$ cat config.mk
export PLATFORM = sky130hd
export DESIGN_NAME = i2c_reg_sequencer
export DESIGN_NICKNAME = d
export VERILOG_FILES = /design/src/rtl/i2c_pkg.sv /design/src/rtl/i2c_reg_sequencer.sv
export SDC_FILE = /design/constraint.sdc
export NUM_CORES = 1
export LEC_CHECK = 0
export ABC_AREA = 1
export BUFFER_PORTS_ARGS = -buffer_cell sky130_fd_sc_hd__buf_2
export CAP_MARGIN = 20
export CORE_MARGIN = 2
export CORE_UTILIZATION = 25
export DETAILED_ROUTE_END_ITERATION = 10
export GPL_TIMING_DRIVEN = 0
export PLACE_DENSITY = 0.52
export SLEW_MARGIN = 20
export SYNTH_ARGS = -nofsm -noshare
export SYNTH_HDL_FRONTEND = slang
export SYNTH_SLANG_ARGS = --single-unit
$ cat constraint.sdc
create_clock -name clk -period 4.35 [get_ports clk]
set_input_delay 0.6525 -clock clk [delete_from_list [all_inputs] [get_ports clk]]
set_output_delay 0.6525 -clock clk [all_outputs]
set_load 0.01 [all_outputs]
$ cat src/rtl/i2c_pkg.sv
// -----------------------------------------------------------------------------
// i2c_pkg
// Shared definitions for the I2C register sequencer and its single-step master.
//   - CMD_*     : master step command encoding (m_command)
//   - ST_*      : sequencer state encoding
//   - LAST_*    : terminal step index of the write / read command chains
//   - step_t    : one entry of the step table {cmd, data}
//   - step_cmd(): step table lookup for a byte-register access
// -----------------------------------------------------------------------------
package i2c_pkg;

    // Master step commands
    localparam logic [1:0] CMD_START = 2'd0;
    localparam logic [1:0] CMD_STOP  = 2'd1;
    localparam logic [1:0] CMD_TX    = 2'd2;
    localparam logic [1:0] CMD_RX    = 2'd3;

    // Sequencer states
    localparam logic [2:0] ST_IDLE    = 3'd0;
    localparam logic [2:0] ST_ISSUE   = 3'd1;
    localparam logic [2:0] ST_WAIT_HI = 3'd2;
    localparam logic [2:0] ST_WAIT_LO = 3'd3;
    localparam logic [2:0] ST_CHECK   = 3'd4;
    localparam logic [2:0] ST_DONE    = 3'd5;

    // Final (STOP) step index of each chain
    localparam logic [2:0] LAST_WR = 3'd4;
    localparam logic [2:0] LAST_RD = 3'd6;

    typedef struct packed {
        logic [1:0] cmd;
        logic [7:0] data;
    } step_t;

    // Write: START, TX {dev,0}, TX reg, TX wdata, STOP
    // Read : START, TX {dev,0}, TX reg, START, TX {dev,1}, RX, STOP
    function automatic step_t step_cmd(
        input logic       rw,
        input logic [2:0] step,
        input logic [6:0] dev,
        input logic [7:0] reg_a,
        input logic [7:0] wdata
    );
        step_t s;
        s.cmd  = CMD_START;
        s.data = 8'h00;
        case (step)
            3'd0: begin
                s.cmd = CMD_START;
            end
            3'd1: begin
                s.cmd  = CMD_TX;
                s.data = {dev, 1'b0};
            end
            3'd2: begin
                s.cmd  = CMD_TX;
                s.data = reg_a;
            end
            3'd3: begin
                if (rw) begin
                    s.cmd = CMD_START;          // repeated start
                end else begin
                    s.cmd  = CMD_TX;
                    s.data = wdata;
                end
            end
            3'd4: begin
                if (rw) begin
                    s.cmd  = CMD_TX;
                    s.data = {dev, 1'b1};
                end else begin
                    s.cmd = CMD_STOP;
                end
            end
            3'd5: begin
                s.cmd = CMD_RX;
            end
            default: begin
                s.cmd = CMD_STOP;
            end
        endcase
        return s;
    endfunction

endpackage

$ cat src/rtl/i2c_reg_sequencer.sv
// -----------------------------------------------------------------------------
// i2c_reg_sequencer
// Turns one host register-access request into the START/TX/RX/STOP chain for
// a single-step I2C master, and reports read data, completion and errors.
//
// Ports
//   clk, reset_n            : system clock, async active-low reset
//   start, rw               : host request strobe (IDLE only), 0 write / 1 read
//   dev_addr, reg_addr,
//   wdata                   : access target and write byte
//   busy, done              : sequencer-or-master busy, 1-cycle completion pulse
//   nack_err, tout_err      : held from done until the next accepted start
//   rdata                   : last successfully read byte
//   m_command, m_start,
//   m_data_w, m_r_ack       : step request to the master
//   m_busy, m_w_ack,
//   m_data_r                : step status from the master
//
// State table
//   state    | meaning
//   ---------+---------------------------------------------------------------
//   IDLE     | waiting for start with the master idle
//   ISSUE    | present current step to master, m_start high for this cycle
//   WAIT_HI  | wait for master to report busy (watchdog running)
//   WAIT_LO  | wait for master to finish the step (watchdog running)
//   CHECK    | evaluate ACK / capture RX data / advance or finish
//   DONE     | done pulse, then back to IDLE
// -----------------------------------------------------------------------------
module i2c_reg_sequencer
    import i2c_pkg::*;
#(
    parameter int unsigned TIMEOUT_CYCLES = 1000000
) (
    input  logic       clk,
    input  logic       reset_n,
    input  logic       start,
    input  logic       rw,
    input  logic [6:0] dev_addr,
    input  logic [7:0] reg_addr,
    input  logic [7:0] wdata,
    output logic       busy,
    output logic       done,
    output logic       nack_err,
    output logic       tout_err,
    output logic [7:0] rdata,
    output logic [1:0] m_command,
    output logic       m_start,
    output logic [7:0] m_data_w,
    output logic       m_r_ack,
    input  logic       m_busy,
    input  logic       m_w_ack,
    input  logic [7:0] m_data_r
);

    localparam int unsigned WD_W = (TIMEOUT_CYCLES > 1) ? $clog2(TIMEOUT_CYCLES + 1) : 1;
    localparam logic [WD_W-1:0] WD_LOAD =
        WD_W'((TIMEOUT_CYCLES > 0) ? (TIMEOUT_CYCLES - 1) : 32'd0);
    localparam bit WD_EN = (TIMEOUT_CYCLES != 0);

    logic [2:0]      state_q, state_d;
    logic [2:0]      step_q,  step_d;
    logic            rw_q,    rw_d;
    logic [6:0]      dev_q,   dev_d;
    logic [7:0]      reg_q,   reg_d;
    logic [7:0]      wdat_q,  wdat_d;
    logic            nack_q,  nack_d;
    logic            tout_q,  tout_d;
    logic [7:0]      rdata_q, rdata_d;
    logic [1:0]      cmd_q,   cmd_d;
    logic [7:0]      data_q,  data_d;
    logic [WD_W-1:0] wd_q,    wd_d;

    step_t      cur;
    logic [2:0] last_step;
    logic       wd_expired;

    assign cur        = step_cmd(rw_q, step_q, dev_q, reg_q, wdat_q);
    assign last_step  = rw_q ? LAST_RD : LAST_WR;
    assign wd_expired = WD_EN && (wd_q == '0);

    always_comb begin
        state_d = state_q;
        step_d  = step_q;
        rw_d    = rw_q;
        dev_d   = dev_q;
        reg_d   = reg_q;
        wdat_d  = wdat_q;
        nack_d  = nack_q;
        tout_d  = tout_q;
        rdata_d = rdata_q;
        cmd_d   = cmd_q;
        data_d  = data_q;
        wd_d    = wd_q;

        case (state_q)
            ST_IDLE: begin
                if (start && !m_busy) begin
                    rw_d    = rw;
                    dev_d   = dev_addr;
                    reg_d   = reg_addr;
                    wdat_d  = wdata;
                    nack_d  = 1'b0;
                    tout_d  = 1'b0;
                    step_d  = 3'd0;
                    state_d = ST_ISSUE;
                end
            end

            ST_ISSUE: begin
                // Hold the command after the strobe so the master sees stable data.
                cmd_d   = cur.cmd;
                data_d  = cur.data;
                wd_d    = WD_LOAD;
                state_d = ST_WAIT_HI;
            end

            ST_WAIT_HI, ST_WAIT_LO: begin
                if (wd_q != '0) begin
                    wd_d = wd_q - WD_W'(1);
                end
                // Normal progress wins over an expiry in the same cycle.
                if ((state_q == ST_WAIT_HI) && m_busy) begin
                    state_d = ST_WAIT_LO;
                end else if ((state_q == ST_WAIT_LO) && !m_busy) begin
                    state_d = ST_CHECK;
                end else if (wd_expired) begin
                    // Bus state is unknown after a hung step: no STOP attempt.
                    tout_d  = 1'b1;
                    state_d = ST_DONE;
                end
            end

            ST_CHECK: begin
                if ((cmd_q == CMD_TX) && m_w_ack) begin
                    nack_d  = 1'b1;
                    step_d  = last_step;
                    state_d = ST_ISSUE;
                end else begin
                    if (cmd_q == CMD_RX) begin
                        rdata_d = m_data_r;
                    end
                    // STOP has no ACK, so the abort STOP also terminates here.
                    if (step_q == last_step) begin
                        state_d = ST_DONE;
                    end else begin
                        step_d  = step_q + 3'd1;
                        state_d = ST_ISSUE;
                    end
                end
            end

            ST_DONE: begin
                state_d = ST_IDLE;
            end

            default: begin
                state_d = ST_IDLE;
            end
        endcase
    end

    always_ff @(posedge clk or negedge reset_n) begin
        if (!reset_n) begin
            state_q <= ST_IDLE;
            step_q  <= 3'd0;
            rw_q    <= 1'b0;
            dev_q   <= 7'h00;
            reg_q   <= 8'h00;
            wdat_q  <= 8'h00;
            nack_q  <= 1'b0;
            tout_q  <= 1'b0;
            rdata_q <= 8'h00;
            cmd_q   <= CMD_START;
            data_q  <= 8'h00;
            wd_q    <= '0;
        end else begin
            state_q <= state_d;
            step_q  <= step_d;
            rw_q    <= rw_d;
            dev_q   <= dev_d;
            reg_q   <= reg_d;
            wdat_q  <= wdat_d;
            nack_q  <= nack_d;
            tout_q  <= tout_d;
            rdata_q <= rdata_d;
            cmd_q   <= cmd_d;
            data_q  <= data_d;
            wd_q    <= wd_d;
        end
    end

    // In ISSUE the table entry goes out directly so m_start and the command
    // arrive at the master in the same cycle.
    assign m_start   = (state_q == ST_ISSUE);
    assign m_command = m_start ? cur.cmd  : cmd_q;
    assign m_data_w  = m_start ? cur.data : data_q;
    assign m_r_ack   = 1'b1;

    assign busy     = (state_q != ST_IDLE) || m_busy;
    assign done     = (state_q == ST_DONE);
    assign nack_err = nack_q;
    assign tout_err = tout_q;
    assign rdata    = rdata_q;

endmodule

After elaboration in Yosys (flattened, before gate mapping). Cells that the tools add are included.

Add/subtract/negate cells: 2. Mux-type cells: 29. Eq/ne operators: 21. Bitwise logic cells: 1. Reductions and logical operators: 23.

Operator list (number): $pmux 20 s2 (1); $pmux 8 s4 (1); $mux 3 (9); $mux 8 (3); $logic_not 20->1 (1); $mux 20 (1); $reduce_bool 20->1 (1); $sub 20x1->20 const B (1); $eq 3x2->1 const B (4); $eq 3x3->1 const B (4); $ne 2x2->1 const B (6); $pmux 3 s4 (1); $pmux 2 s5 (1); $reduce_and 3->1 (3); $mux 2 (4); $eq 3x1->1 const B (2); $logic_not 3->1 (2); $pmux 3 s2 (1); $reduce_and 2->1 (3); $reduce_bool 2->1 (3); $mux 1 (5); $reduce_and 5->1 (1); $eq 2x2->1 const B (2); $logic_and 1x1->1 (4); 10 further kinds (12).

Register bits after elaboration: 70. Word-level logic and storage cells: 88.

Logic depth before layout (Yosys ltp).
Depth in word-level cells: 5. Gate-level depth with buffers: 10. Gate-level depth less buffers: 10.

Worst setup path after synthesis. Ideal clock, no wire load.

Path kind: reg2out. Start: reg step_q[2]. End: out m_command[1]. Data arrival time: 1.609 ns. Stages on the path, launching flop included: 9. Path slack: 2.089 ns. Cell sequence: dfrtp_1 inv_1 clkbuf_1 ha_1 clkbuf_1 inv_1 o2111ai_1 nand2_1 o21ai_0.

Cells in the longest elaborated chain, start to end: 4. Elaborated cells on any way between the ends: 9. Classes of those cells: 5 x eq/ne; 2 x mux; 2 x reduce/logical.

Ends and longest elaborated chain: start: declaration (line i2c_reg_sequencer.sv:61) `logic [2:0] step_q, step_d;`; start signal: assignment (line i2c_reg_sequencer.sv:178) `step_q <= step_d;`; $eq 3x2->1 or $eq 3x1->1 (tied branches) (line i2c_pkg.sv:47) `case (step)`; $reduce_or 2->1 (no line); $pmux 2 s5 * (line i2c_pkg.sv:47); $mux 2 *; end: declaration (line i2c_reg_sequencer.sv:46) `output logic [1:0] m_command,`.

Mark *: on every way between the ends. The rest lies on a longest branch, timed or not.

Worst setup path in the final report. Same ends and word-level chain as after synthesis.

==> results.md <==
- CP endpoint kind: primary output
- Placement Cell Area: 0.00430 mm²
- RSZ-0062 raised after global routing: false
- Remaining antenna violation count after routing: 0
- CP peak stage delay: 0.43 ns
- Layout area overhead: 22.3%
- # diodes: 0
- Final setup fails: 0
- Iter 0 DRT Violations: 140
- H-tree level count: 3
- Setup ws final: 1.12 ns
- Grt ovf: 0
- Yosys reg bits: 70
- Synth warn: 0
- Gr usage total: 12.2%
- Core region area: 0.0146 mm²
- Cell count after synthesis: 477
- Max Root-Sink Buffers: 2
- DIE WIDTH: 127 µm
- Routed vias/inst: 4.45
- Antenna violations before repair: 0
- Wirelength per Cell: 12.9 µm
- Inserted Clock Buffers: 9
- HPWL after DPL: 7.01 mm
- Most frequent cells in the layout: 170 x nand2_1, 70 x dfrtp_1, 64 x buf_2, 49 x nand3_1, 43 x nor2_1
- Design Area, Final: 0.00459 mm²
- P_leak: 2.33 nW
- Worst path bufs/invs: 5
- HP Class: primary input to asynchronous set/reset pin
- FF-to-FF Start: step_q[2]
- Vias in the first global route: 3278
- Setup bufs post-CTS: 0
- Port Buffers: 59
- WS Path Type: register to primary output
- Max-Cap Viols: 0
- Clock root cell: clkbuf_16
- Worst Tran Pin Value: 0.681 ns
- Hold Fails Final Rpt: 0
- Arrival @ worst endpoint: 2.58 ns
- Die height: 127 µm
- VDD IR max: 0.000243 V
- Top cell type's share of synthesized area: 46.6%
- Clock transition at path regs: 0.06 ns
- Cell family with most CP delay: buffers and inverters
- Gpl congestion: 0.817
- Reg2Reg Depth: 8
- Die Area: 0.0160 mm²
- Tmin final: 3.23 ns
- R2R Setup Slk: 2.18 ns
- Mapped Nets: 521
- Skew-Pair Late Insertion Delay: 0.33 ns
- Fin crit share: 74.4%
- Cell Pwr Density: 598 mW/mm²
- Required time of the critical path: 3.70 ns
- Setup Skew: 0.00695 ns
- Crit path launch type: register
- FF-to-FF End: cmd_q[1]
- Maximum number of pins on one net before global-route repair: 43
- Post-synth cell types: 36
- Ranking of synthesized cells by area: dfrtp_1 47%, nand2_1 17%, nand3_1 6.5%, nor2_1 4.3%, inv_1 3.4%
- Number of cells upsized or downsized after cts: 0
- Crit path cell chain: inv_1 > clkbuf_1 > ha_1 > clkbuf_1 > inv_1 > o2111ai_1 > nand2_1 > o21ai_0 > buf_2
- CP max-delay cell: clkbuf_1
- CTS sink count: 70
- Hold_buf cts: 0
- I/O pin count: 61
- Cell Area, Synth: 0.00376 mm²
- Commonest non-fill, non-tap cell in the layout: nand2_1
- Remaining DRCs: 0
- Count of pins over their slew limit: 0
- Setup TNS: 0 ns
- Vias post-DR: 3275
- Worst-path maximum fanout: 10
- Final nets: 592
- Starting Density: 25.7%
- Slew HR: 54.3%
- Share of cells above drive strength 1: 23.2%
- TritonCTS clock tree: yes
- Setup WS pre-CTS: 1.42 ns
- Syn Area/Cell: 7.87 µm²
- Row count: 44
- First-pass GRT wire length: 15.8 mm
- Post-synth top area cell: dfrtp_1
- Pre-antenna DRT Iters: 5
- Status: finished clean
- Max frequency: 0.309 GHz
- Seq/Total Area, Yosys: 46.6%
- Total wire length: 9.48 mm
## state kept, by name (all words and copies together), names as in the netlist
signal / cells
tout_err: 1
cmd_q: 2
reg_q: 8
wdat_q: 8
wd_q: 20
nack_err: 1
rdata: 8
step_q: 3
rw_q: 1
dev_q: 7
data_q: 8
state_q: 3
## layer usage
metal | vias up | track usage [%] | wire, µm
li1 | 1668 | - | -
met1 | 1528 | 15.7 | 4330
met2 | 66 | 20.4 | 4570
met3 | 13 | 2.61 | 448
met4 | 0 | 4.33 | 131
met5 | - | 0 | 0
## cells in the mapped netlist
master,count
nand2_1,170
dfrtp_1,70
nand3_1,49
nor2_1,43
inv_1,34
mux2_2,8
o21ai_2,8
a21o_1,7
a31oi_1,7
ha_1,7
nand4_1,7
o21ai_0,7
a21oi_1,6
buf_2,6
inv_2,6
nand2_2,6
nor2_2,6
nor2_4,5
clkbuf_1,3
buf_6,2
clkinv_1,2
nand2_4,2
xnor2_1,2
xor2_1,2
a21boi_0,1
buf_1,1
buf_4,1
conb_1,1
nand3_2,1
nand3_4,1
nor3_1,1
o2111ai_1,1
o211ai_1,1
o211ai_2,1
o21ai_1,1
o31ai_1,1
## worst register-to-register path, stage by stage (launching register included)
cell	delay (ns)
dfrtp_1	0.42
inv_1	0.09
clkbuf_1	0.43
ha_1	0.23
clkbuf_1	0.37
inv_1	0.12
o2111ai_1	0.25
nand2_1	0.07
o21ai_0	0.10
## through the flow
| step | hold WS, ns | total power, W | std cells | utilization, % |
|---|---|---|---|---|
| 2_1_floorplan | 0.357 | 0.00172 | 477 | - |
| 3_3_place_gp | 0.451 | 0.00202 | 720 | 29.3 |
| 3_5_place_dp | 0.459 | 0.00205 | 721 | 29.5 |
| 4_1_cts | 0.271 | 0.00278 | 736 | 31.5 |
| 5_1_grt | 0.290 | 0.00296 | 736 | 31.5 |
| 6_report | 0.251 | 0.00275 | 736 | 31.5 |
## worst max path at each step
stage | start | endpoint | slack (ns) | cells after the start
after floorplan | step_q[2] | m_command[1] | 2.09 | 8
after global placement | step_q[2] | m_command[1] | 1.41 | 9
after detailed placement | step_q[2] | m_command[1] | 1.42 | 9
after CTS | step_q[2] | m_command[1] | 1.06 | 9
after global routing | step_q[2] | m_command[1] | 0.89 | 9
final | step_q[2] | m_command[1] | 1.12 | 9
## logic make-up (layout without fill, tap and decap cells)
group	Yosys count	in the layout	synth area share, %
buf+inv	55	130	6.20
mux	8	8	2.40
other cells	1	1	0.0998
compound gates	41	41	7.46
fa+ha+maj	7	7	2.33
flops	70	70	46.6
xor+xnor	4	4	0.933
simple gates	291	291	33.9
## final cells by class
| class | instances | area [µm²] |
|---|---|---|
| fillers | 1552 | 10000 |
| multi-input cells | 352 | 1770 |
| flip-flops and latches | 70 | 1750 |
| repair buffers | 60 | 318 |
| well taps | 184 | 230 |
| clock buffers | 9 | 225 |
| inverters | 42 | 158 |
| plain buffers | 13 | 75.1 |
| clock inverters | 6 | 63.8 |
## report_power, final
group | total [W] | internal (W) | switching [W]
combinational | 0.00102 | 0.000338 | 0.000680
sequential | 0.00101 | 0.000861 | 0.000149
clock | 0.000720 | 0.000439 | 0.000281
total | 0.00275 | 0.00164 | 0.00111
(Power assumes the default switching activity.)
